--- src/rtl/data_mem_arbiter.sv ---
// data_mem_arbiter: shares one combinational-read, byte-addressed data memory port
// between the CPU load/store path and the test-data loader. Requests are granted
// round-robin from IDLE. Each granted access occupies the memory for exactly one
// BUSY cycle and is acknowledged, with its error flag and read data, one cycle later.
module data_mem_arbiter #(
    parameter int WA = 32,
    parameter int WD = 32
) (
    input  logic          clk,
    input  logic          rst,
    // CPU load/store port
    input  logic          cpu_req,
    input  logic [WA-1:0] cpu_addr,
    input  logic          cpu_we,
    input  logic [2:0]    cpu_func3,
    input  logic [WD-1:0] cpu_wdata,
    output logic          cpu_gnt,
    output logic          cpu_ack,
    output logic          cpu_err,
    output logic [WD-1:0] cpu_rdata,
    // test-data loader port
    input  logic          ldr_req,
    input  logic [WA-1:0] ldr_addr,
    input  logic          ldr_we,
    input  logic [2:0]    ldr_func3,
    input  logic [WD-1:0] ldr_wdata,
    output logic          ldr_gnt,
    output logic          ldr_ack,
    output logic          ldr_err,
    output logic [WD-1:0] ldr_rdata,
    // data memory
    output logic [WA-1:0] mem_addr,
    output logic          mem_we,
    output logic [2:0]    mem_func3,
    output logic [WD-1:0] mem_wdata,
    input  logic [WD-1:0] mem_rdata
);

    typedef enum logic {
        IDLE,
        BUSY
    } state_e;

    typedef enum logic {
        OWN_CPU,
        OWN_LDR
    } owner_e;

    state_e        state_q, state_d;
    owner_e        last_owner_q, last_owner_d;
    owner_e        owner_q, owner_d;
    logic [WA-1:0] addr_q, addr_d;
    logic          we_q, we_d;
    logic [2:0]    func3_q, func3_d;
    logic [WD-1:0] wdata_q, wdata_d;
    logic          err_q, err_d;
    logic          cpu_ack_q, cpu_ack_d;
    logic          cpu_err_q, cpu_err_d;
    logic [WD-1:0] cpu_rdata_q, cpu_rdata_d;
    logic          ldr_ack_q, ldr_ack_d;
    logic          ldr_err_q, ldr_err_d;
    logic [WD-1:0] ldr_rdata_q, ldr_rdata_d;

    logic idle;
    logic pick_cpu;
    logic pick_ldr;

    // Illegal size code, store with an unsigned-load code, or a misaligned half/word.
    function automatic logic access_err(input logic [1:0] addr_lo, input logic we,
                                        input logic [2:0] func3);
        logic bad;
        bad = (func3 == 3'b011) || (func3 == 3'b110) || (func3 == 3'b111);
        bad = bad || (func3[2] && we);
        bad = bad || ((func3[1:0] == 2'b01) && addr_lo[0]);
        bad = bad || ((func3[1:0] == 2'b10) && (addr_lo != 2'b00));
        return bad;
    endfunction

    // Round-robin pick: a lone request wins, a tie goes to the port that did not own
    // the previous access. Gated by rst so no grant is shown while reset is held.
    assign idle     = (state_q == IDLE) && !rst;
    assign pick_cpu = idle && cpu_req && (!ldr_req || (last_owner_q == OWN_LDR));
    assign pick_ldr = idle && ldr_req && (!cpu_req || (last_owner_q == OWN_CPU));

    assign cpu_gnt   = pick_cpu;
    assign ldr_gnt   = pick_ldr;
    assign cpu_ack   = cpu_ack_q;
    assign cpu_err   = cpu_err_q;
    assign cpu_rdata = cpu_rdata_q;
    assign ldr_ack   = ldr_ack_q;
    assign ldr_err   = ldr_err_q;
    assign ldr_rdata = ldr_rdata_q;

    // Memory lines come straight from the latched request. The write enable is decoded
    // from the state flop so an asynchronous reset in BUSY removes it immediately.
    assign mem_addr  = addr_q;
    assign mem_func3 = func3_q;
    assign mem_wdata = wdata_q;
    assign mem_we    = (state_q == BUSY) && we_q && !err_q;

    // Next-state logic: latch the winner in IDLE, complete the access in BUSY.
    always_comb begin
        // NOTE: every signal gets a default first so no path leaves one unassigned
        // and no latch is inferred.
        state_d      = state_q;
        last_owner_d = last_owner_q;
        owner_d      = owner_q;
        addr_d       = addr_q;
        we_d         = we_q;
        func3_d      = func3_q;
        wdata_d      = wdata_q;
        err_d        = err_q;
        cpu_ack_d    = 1'b0;
        cpu_err_d    = 1'b0;
        cpu_rdata_d  = cpu_rdata_q;
        ldr_ack_d    = 1'b0;
        ldr_err_d    = 1'b0;
        ldr_rdata_d  = ldr_rdata_q;

        case (state_q)
            IDLE: begin
                if (pick_cpu || pick_ldr) begin
                    state_d      = BUSY;
                    owner_d      = pick_cpu ? OWN_CPU : OWN_LDR;
                    last_owner_d = owner_d;
                    addr_d       = pick_cpu ? cpu_addr  : ldr_addr;
                    we_d         = pick_cpu ? cpu_we    : ldr_we;
                    func3_d      = pick_cpu ? cpu_func3 : ldr_func3;
                    wdata_d      = pick_cpu ? cpu_wdata : ldr_wdata;
                    err_d        = access_err(addr_d[1:0], we_d, func3_d);
                end
            end
            BUSY: begin
                state_d = IDLE;
                if (owner_q == OWN_CPU) begin
                    cpu_ack_d = 1'b1;
                    cpu_err_d = err_q;
                    if (!we_q) begin
                        cpu_rdata_d = err_q ? '0 : mem_rdata;
                    end
                end else begin
                    ldr_ack_d = 1'b1;
                    ldr_err_d = err_q;
                    if (!we_q) begin
                        ldr_rdata_d = err_q ? '0 : mem_rdata;
                    end
                end
            end
            default: state_d = IDLE;
        endcase
    end

    // State and registered outputs; reset leaves the CPU first in line for a tie.
    always_ff @(posedge clk or posedge rst) begin
        if (rst) begin
            state_q      <= IDLE;
            last_owner_q <= OWN_LDR;
            owner_q      <= OWN_CPU;
            addr_q       <= '0;
            we_q         <= 1'b0;
            func3_q      <= 3'b000;
            wdata_q      <= '0;
            err_q        <= 1'b0;
            cpu_ack_q    <= 1'b0;
            cpu_err_q    <= 1'b0;
            cpu_rdata_q  <= '0;
            ldr_ack_q    <= 1'b0;
            ldr_err_q    <= 1'b0;
            ldr_rdata_q  <= '0;
        end else begin
            // NOTE: non-blocking assignments so every flop samples pre-edge values.
            state_q      <= state_d;
            last_owner_q <= last_owner_d;
            owner_q      <= owner_d;
            addr_q       <= addr_d;
            we_q         <= we_d;
            func3_q      <= func3_d;
            wdata_q      <= wdata_d;
            err_q        <= err_d;
            cpu_ack_q    <= cpu_ack_d;
            cpu_err_q    <= cpu_err_d;
            cpu_rdata_q  <= cpu_rdata_d;
            ldr_ack_q    <= ldr_ack_d;
            ldr_err_q    <= ldr_err_d;
            ldr_rdata_q  <= ldr_rdata_d;
        end
    end

endmodule

--- config.mk ---
export PLATFORM = sky130hd
export DESIGN_NAME = data_mem_arbiter
export DESIGN_NICKNAME = d
export VERILOG_FILES = /design/src/rtl/data_mem_arbiter.sv
export SDC_FILE = /design/constraint.sdc
export NUM_CORES = 1
export LEC_CHECK = 0
export CAP_MARGIN = 0
export CELL_PAD_IN_SITES_DETAIL_PLACEMENT = 0
export CELL_PAD_IN_SITES_GLOBAL_PLACEMENT = 1
export CORE_MARGIN = 1
export CORE_UTILIZATION = 29
export CTS_BUF_LIST = sky130_fd_sc_hd__clkbuf_2 sky130_fd_sc_hd__clkbuf_4 sky130_fd_sc_hd__clkbuf_8
export DETAILED_ROUTE_END_ITERATION = 16
export PLACE_DENSITY_LB_ADDON = 0.1
export SLEW_MARGIN = 30
export SYNTH_ARGS = -nofsm -noshare
export SYNTH_HDL_FRONTEND = slang
export SYNTH_SLANG_ARGS = --single-unit
--- constraint.sdc ---
create_clock -name clk -period 5.63 [get_ports clk]
set_input_delay 1.4075 -clock clk [delete_from_list [all_inputs] [get_ports clk]]
set_output_delay 1.4075 -clock clk [all_outputs]
set_load 0.02 [all_outputs]
* Yosys cells after proc, flatten, opt, wreduce, memory -nomap -nowiden
Cells that the tools add are included.
Word-level totals: bits in registers 140, word-level logic and storage cells 65, input port bits 172, output and inout port bits 138
Operators by class: reductions and logical operators 26, eq/ne operators 5, bitwise operators 4, multiplexer cells 16
Operators with widths (count):
- 32-bit 2-to-1 mux | 3
- 1-bit 2-to-1 mux | 11
- 1-bit logical AND | 10
- 1-bit logical OR | 8
- 3-bit equality test (second input constant) | 2
- 3-bit AND reduction | 2
- 1-bit zero test | 4
- 1-bit inverter | 4
- 3-bit by 2-bit equality test with 1-bit output (second input constant) | 1
- 3-bit 2-to-1 mux | 1
- 2-bit by 1-bit equality test with 1-bit output (second input constant) | 1
- 2-bit equality test (second input constant) | 1
- 1-bit one-hot mux with 2 select lines | 1
- 2-bit AND reduction | 1
- 2-bit nonzero test | 1

* Longest topological paths before layout
Gate-level depths: netlist (run 1).
depth in word-level cells 11, depth in mapped cells 6, depth with buffers taken out 5

* Least setup slack after synthesis (run 1)
No wires, ideal clock.
kind input-to-output, start input rst, end output cpu_gnt, path buffers 2, arrival time 2.153 ns, cell stages on the path 5, path slack 2.070 ns, data required time 4.223 ns, cell sequence nor2_2 nand3_2 buf_2 buf_2 inv_1
Between the ends: longest elaborated chain between the ends 4
Ends and longest elaborated chain:
- from (decl) | line 10 | input logic rst,
- 1-bit zero test (no source line)
- 1-bit logical AND | line 81 | assign idle = (state_q == IDLE) && !rst;
- 1-bit logical AND (2 in series) | line 82 | assign pick_cpu = idle && cpu_req && (!ldr_req || (last_owner_q == OWN_LDR));
- to (decl) | line 17 | output logic cpu_gnt,
Every way passes these cells.

* Worst setup path in the final report (run 1)
start input rst, end output ldr_gnt
Between the ends: longest elaborated chain between the ends 4
Ends and longest elaborated chain:
- 1-bit zero test (no source line)
- 1-bit logical AND | line 81
- 1-bit logical AND (2 in series) | line 83 | assign pick_ldr = idle && ldr_req && (!cpu_req || (last_owner_q == OWN_CPU));
- to (decl) | line 27 | output logic ldr_gnt,
Every way passes these cells.

==> results_dict.tcl, run 1 <==
set metrics [dict create \
    status "completed" \
    synthSimpleGateAreaFrac_pct 22.8 \
    cp-start-kind "primary input" \
    hold_path.class "flip-flop to flip-flop" \
    viasPerCell 4.61 \
    max-clock-path-buffers 2 \
    yosysWarnings 0 \
    path_delay_family "buffers and inverters" \
    setup.worst_path.class "primary input to output pin" \
    crit_start "rst" \
    globalplace.congestion 0.774 \
    htreeDepth 4 \
    dpl.cell_count 1181 \
    synth_compound_area_share_pct 13.3 \
    wl_per_cell_um 15.6 \
    required_ns 4.22 \
    place_worst_setup_slack_ns 1.28 \
    ctsHoldBuffers 0 \
    synth_top_family_by_area "simple AND/OR/NAND/NOR gates" \
    rr_startpoint "last_owner_q" \
    setup_viol 0 \
    syn_area_per_cell_um2 9.02 \
    drive_gt1_share_pct 4.85 \
    fin_area_mm2 0.00954 \
    setup_slack_ns 1.28 \
    hpwl_um 13000 \
    instances_no_fill 1213 \
    tightest_slew_ns 0.844 \
    finalNetCount 1107 \
    placed_area_mm2 0.00912 \
    cp-end-kind "output pin" \
    crit_slowest_cell "clkdlybuf4s50_1" \
    regToRegEndpoint "mem_addr[0]" \
    fin_crit_sh_pct 77.2 \
    rr_worst_depth 6 \
    crit_arrival_ns 2.94 \
    hold_viol_final 0 \
    crit_path_max_fanout 2 \
    period_minus_slack_ns 4.35 \
    skew_ns 0.0180 \
    std_cell_rows 51 \
    drt_iter0_markers 211 \
    synth_seq_cells 140 \
    fillerInstances 1847 \
    insertion_delay_ns 0.44 \
    cts_root_buf "clkbuf_8" \
    clock-sinks 140 \
    ctsResizeCount 0 \
    p_total_mw 4.60 \
    grt_setup_unrepaired "no" \
    grt_max_degree 113 \
    synth.distinct_cells 23 \
    dieWidth_um 144 \
    synthMuxAreaShare_pct 0 \
    syn_nets 819 \
    grt_use_total_pct 18.3 \
    yosysSeqAreaShare_pct 60.0 \
    routed_wl_um 18900 \
    core_area_mm2 0.0196 \
    slew_headroom_pct 43.8 \
    peakVddDrop_uv 182 \
    cts_tree "done" \
    crit_path_end "ldr_gnt" \
    diodes 0 \
    fmaxAchievable_mhz 230 \
    tns_ns 0 \
    via_count 5586 \
    worstPathCellList "clkdlybuf4s50_1 -> nor2_2 -> nand3_2 -> inv_2 -> clkdlybuf4s50_1" \
    area_delta_synth_final_pct 63.4 \
    cts.clk_slew.worst_paths_ns 0.08 \
    antenna_found_initial 0 \
    die_area_mm2 0.0207 \
    path_buf_inv 3 \
    synth.cell_area_mm2 0.00584 \
    cts_buffers 17 \
    postCtsSetupRepairBufs 0 \
    synthCells 647 \
    grt_pass1_wl_um 29000 \
    antenna_left 0 \
    synth_xor_area_share_pct 0 \
    drc 0 \
    crit_cells 5 \
    drt_pass1_iterations 4 \
    gr-total-overflow 0 \
    critical_path.max_stage_delay_ns 0.59 \
    powerDensity_mw_per_mm2 482 \
    cpMostUsedCell "clkdlybuf4s50_1" \
    grt_pass1_vias 5496 \
    reg2reg_slack_ns 3.57 \
    maxCapViolCount 0 \
    start_util_pct 29.8 \
    io_pins 310 \
    die_h_um 144 \
    portBuffers 309 \
    slew_viol_final 0 \
    p_leak_nw 4.06 \
    synthAdderAreaFrac_pct 0 \
]
[sequential cells by signal, summed over array words and instances (netlist names)]
name / count
cpu_rdata: 32
ldr_rdata: 32
mem_addr: 32
mem_wdata: 32
mem_func3: 3
cpu_ack: 1
cpu_err: 1
err_q: 1
last_owner_q: 1
ldr_ack: 1
ldr_err: 1
owner_q: 1
state_q: 1
we_q: 1
[cell usage after synthesis]
library cell | n | area, um2
a31oi_1 | 69 | 432
o21ai_0 | 61 | 305
or3_1 | 1 | 6.26
dfstp_2 | 1 | 26.3
nand2_1 | 204 | 766
buf_4 | 5 | 37.5
buf_1 | 2 | 7.51
and3_1 | 1 | 6.26
o21ai_1 | 3 | 15.0
buf_2 | 19 | 95.1
and2_1 | 2 | 12.5
nor2_1 | 73 | 274
nor2_2 | 1 | 6.26
and2b_1 | 1 | 7.51
clkbuf_1 | 20 | 75.1
nand3_2 | 2 | 20.0
inv_2 | 1 | 3.75
dfrtp_1 | 139 | 3480
o21a_1 | 1 | 7.51
inv_1 | 2 | 7.51
nand2b_1 | 35 | 219
nor4_1 | 2 | 12.5
a221oi_1 | 2 | 17.5
[power by group]
part,internal (mW),leakage (nW),switching [mW],total (mW)
Sequential,1.42,1.73,0.224,1.64
Combinational,1.01,2.13,1.09,2.10
Clock,0.428,0.201,0.427,0.855
Total,2.85,4.06,1.74,4.60
[stage by stage]
stage | util (%) | hold WS [ns]
after floorplan | - | 0.489
after global placement | 46.5 | 0.461
after detailed placement | 46.6 | 0.469
after CTS | 48.7 | 0.489
after global routing | 48.7 | 0.508
final | 48.7 | 0.485
[worst min-delay path by stage]
| stage | slack [ns] | end | cells past startpoint | from |
|---|---|---|---|---|
| floorplan | 0.49 | owner_q | 2 | owner_q |
| global placement | 0.46 | ldr_rdata[29] | 2 | ldr_rdata[29] |
| detailed placement | 0.47 | ldr_rdata[24] | 2 | ldr_rdata[24] |
| CTS | 0.49 | ldr_rdata[24] | 2 | ldr_rdata[24] |
| global route | 0.51 | ldr_rdata[8] | 2 | ldr_rdata[8] |
| finish | 0.49 | ldr_rdata[2] | 2 | ldr_rdata[2] |
[metal layers]
metal	global-route usage (%)	vias to the layer above	routed length, um
met4	5.49	0	284
met1	21.8	2649	7760
met5	0	-	0
li1	-	2715	-
met3	7.70	16	1850
met2	29.7	206	9020
[layout by cell type (no fill, tap or decap), types with 3 or more instances in the layout]
cell type and count:
nand2_1 204, o21ai_1 3, clkdlybuf4s50_1 309, o21ai_0 61
clkinvlp_4 3, clkbuf_8 19, dfrtp_1 139, a31oi_1 69
nor2_1 73, nand2b_1 33, inv_6 6, buf_4 5
[cells by family after synthesis]
group           count (synthesis)
compound gates                136
simple gates                  322
buf+inv                        49
flops                         140
[worst min-delay path, cell delays in order (launching register included)]
cell	delay, ns
dfrtp_1	0.35
nand2_1	0.05
o21ai_0	0.06
[layout make-up]
class / count / area (um2) / area share [%]
multi-input cells: 458 / 2130 / 22.3
clock buffers: 19 / 262 / 2.74
inverters: 3 / 18.8 / 0.197
flip-flops and latches: 140 / 3500 / 36.7
well taps: 265 / 332 / 3.48
repair buffers: 315 / 3140 / 32.9
clock inverters: 13 / 153 / 1.60
(Power assumes the default switching activity.)
==> inputs of run 2 (changes only) <==
CORE_UTILIZATION = 26   (was 29)
clock period = 3.7 ns   (was 5.63 ns; I/O delays follow)
==> results_dict.tcl, run 2 (synthesis gave the netlist of run 1 again) <==
set metrics [dict create \
    antenna_left 0 \
    tightest_slew_ns 0.832 \
    postCtsSetupRepairBufs 0 \
    grt_max_degree 141 \
    drt_iter0_markers 243 \
    gr-total-overflow 0 \
    skew_ns 0.0187 \
    powerDensity_mw_per_mm2 723 \
    routed_wl_um 19300 \
    cts_tree "done" \
    period_minus_slack_ns 3.32 \
    viasPerCell 4.52 \
    cts_root_buf "clkbuf_8" \
    hold-worst-slack_ns 0.487 \
    grt_setup_unrepaired "no" \
    fillerInstances 2173 \
    globalplace.congestion 0.738 \
    ctsResizeCount 0 \
    antenna_found_initial 1 \
    fin_crit_sh_pct 89.6 \
    grt_use_total_pct 17.1 \
    area_delta_synth_final_pct 63.1 \
    hold_viol_final 0 \
    setup.worst_path.class "primary input to output pin" \
    maxCapViolCount 0 \
    portBuffers 309 \
    drt_pass1_iterations 4 \
    via_count 5559 \
    grt_pass1_wl_um 31200 \
    std_cell_rows 54 \
    p_leak_nw 4.03 \
    cp-end-kind "output pin" \
    hold_path.class "flip-flop to flip-flop" \
    io_pins 310 \
    setup_slack_ns 0.383 \
    peakVddDrop_uv 264 \
    status "completed" \
    start_util_pct 26.7 \
    htreeDepth 4 \
    fmaxAchievable_mhz 302 \
    wl_per_cell_um 15.7 \
    finalNetCount 1107 \
    setup_viol 0 \
    place_worst_setup_slack_ns 0.387 \
    instances_no_fill 1229 \
    layout.cells.most_common_list "clkdlybuf4s50_1, nand2_1, dfrtp_1" \
    crit_arrival_ns 2.39 \
    crit_start "rst" \
    drive_gt1_share_pct 4.85 \
    required_ns 2.77 \
    tns_ns 0 \
    reg2reg_slack_ns 1.44 \
    max-clock-path-buffers 2 \
    core_area_mm2 0.0219 \
    cts.clk_slew.worst_paths_ns 0.09 \
    grt_pass1_vias 5579 \
    crit_path_end "ldr_gnt" \
    rr_worst_depth 6 \
    clock-sinks 140 \
    insertion_delay_ns 0.44 \
    regToRegEndpoint "mem_addr[17]" \
    rr_startpoint "last_owner_q" \
    crit_path_max_fanout 2 \
    dpl.cell_count 1196 \
    slew_viol_final 0 \
    die_area_mm2 0.0231 \
    cts_buffers 17 \
    final_util_pct 43.5 \
    layout_commonest_cell "clkdlybuf4s50_1" \
    drc 0 \
    ctsHoldBuffers 0 \
    cp-start-kind "primary input" \
    dieWidth_um 152 \
    die_h_um 152 \
    slew_headroom_pct 44.5 \
    hpwl_um 13200 \
]
-- run 2: final cells by class --
type,count,area (um2),share of cell area (%)
diodes,1,2.50,0.0263
clock buffers,18,241,2.54
clock inverters,14,126,1.33
inverters,3,15.0,0.158
multi-input cells,458,2130,22.4
flip-flops and latches,140,3500,36.8
well taps,280,350,3.68
repair buffers,315,3150,33.1
-- run 2: per-layer routing --
layer  wire (um)  global-route usage, %
met1        8400                   21.7
met2        8940                   26.6
met3        1480                   6.05
met4         448                   6.19
met5           0                      0
-- run 2: metrics by stage --
step                      power, mW  instance area, um2
after global placement         5.71                9140
after floorplan                4.02                5840
after CTS                      7.00                9520
after global routing           7.34                9520
final                          6.89                9520
after detailed placement       5.77                9150
-- run 2: worst min-delay path by stage --
| stage | startpoint | end | slack, ns | cells after the start |
|---|---|---|---|---|
| after floorplan | owner_q | owner_q | 0.49 | 2 |
| after global placement | cpu_rdata[16] | cpu_rdata[16] | 0.46 | 2 |
| after detailed placement | cpu_rdata[8] | cpu_rdata[8] | 0.47 | 2 |
| after CTS | cpu_rdata[8] | cpu_rdata[8] | 0.49 | 2 |
| after global routing | cpu_rdata[8] | cpu_rdata[8] | 0.51 | 2 |
| final | cpu_rdata[7] | cpu_rdata[7] | 0.49 | 2 |
-- run 2: power by group --
part | switching (mW) | internal (mW) | total (mW) | leakage (nW)
Sequential | 0.346 | 2.15 | 2.50 | 1.73
Combinational | 1.66 | 1.54 | 3.20 | 2.13
Clock | 0.687 | 0.499 | 1.19 | 0.174
-- run 2: worst max-delay path, cell delays in order --
cell and delay [ns]:
clkdlybuf4s50_1 0.47, nor2_2 0.22, nand3_2 0.11, inv_2 0.06, clkdlybuf4s50_1 0.60
==> inputs of run 3 (changes only) <==
SKIP_CTS_REPAIR_TIMING = 1   (was default)
==> results of run 3 <==
Final layout, timing and power as in run 2 (identical DEF).
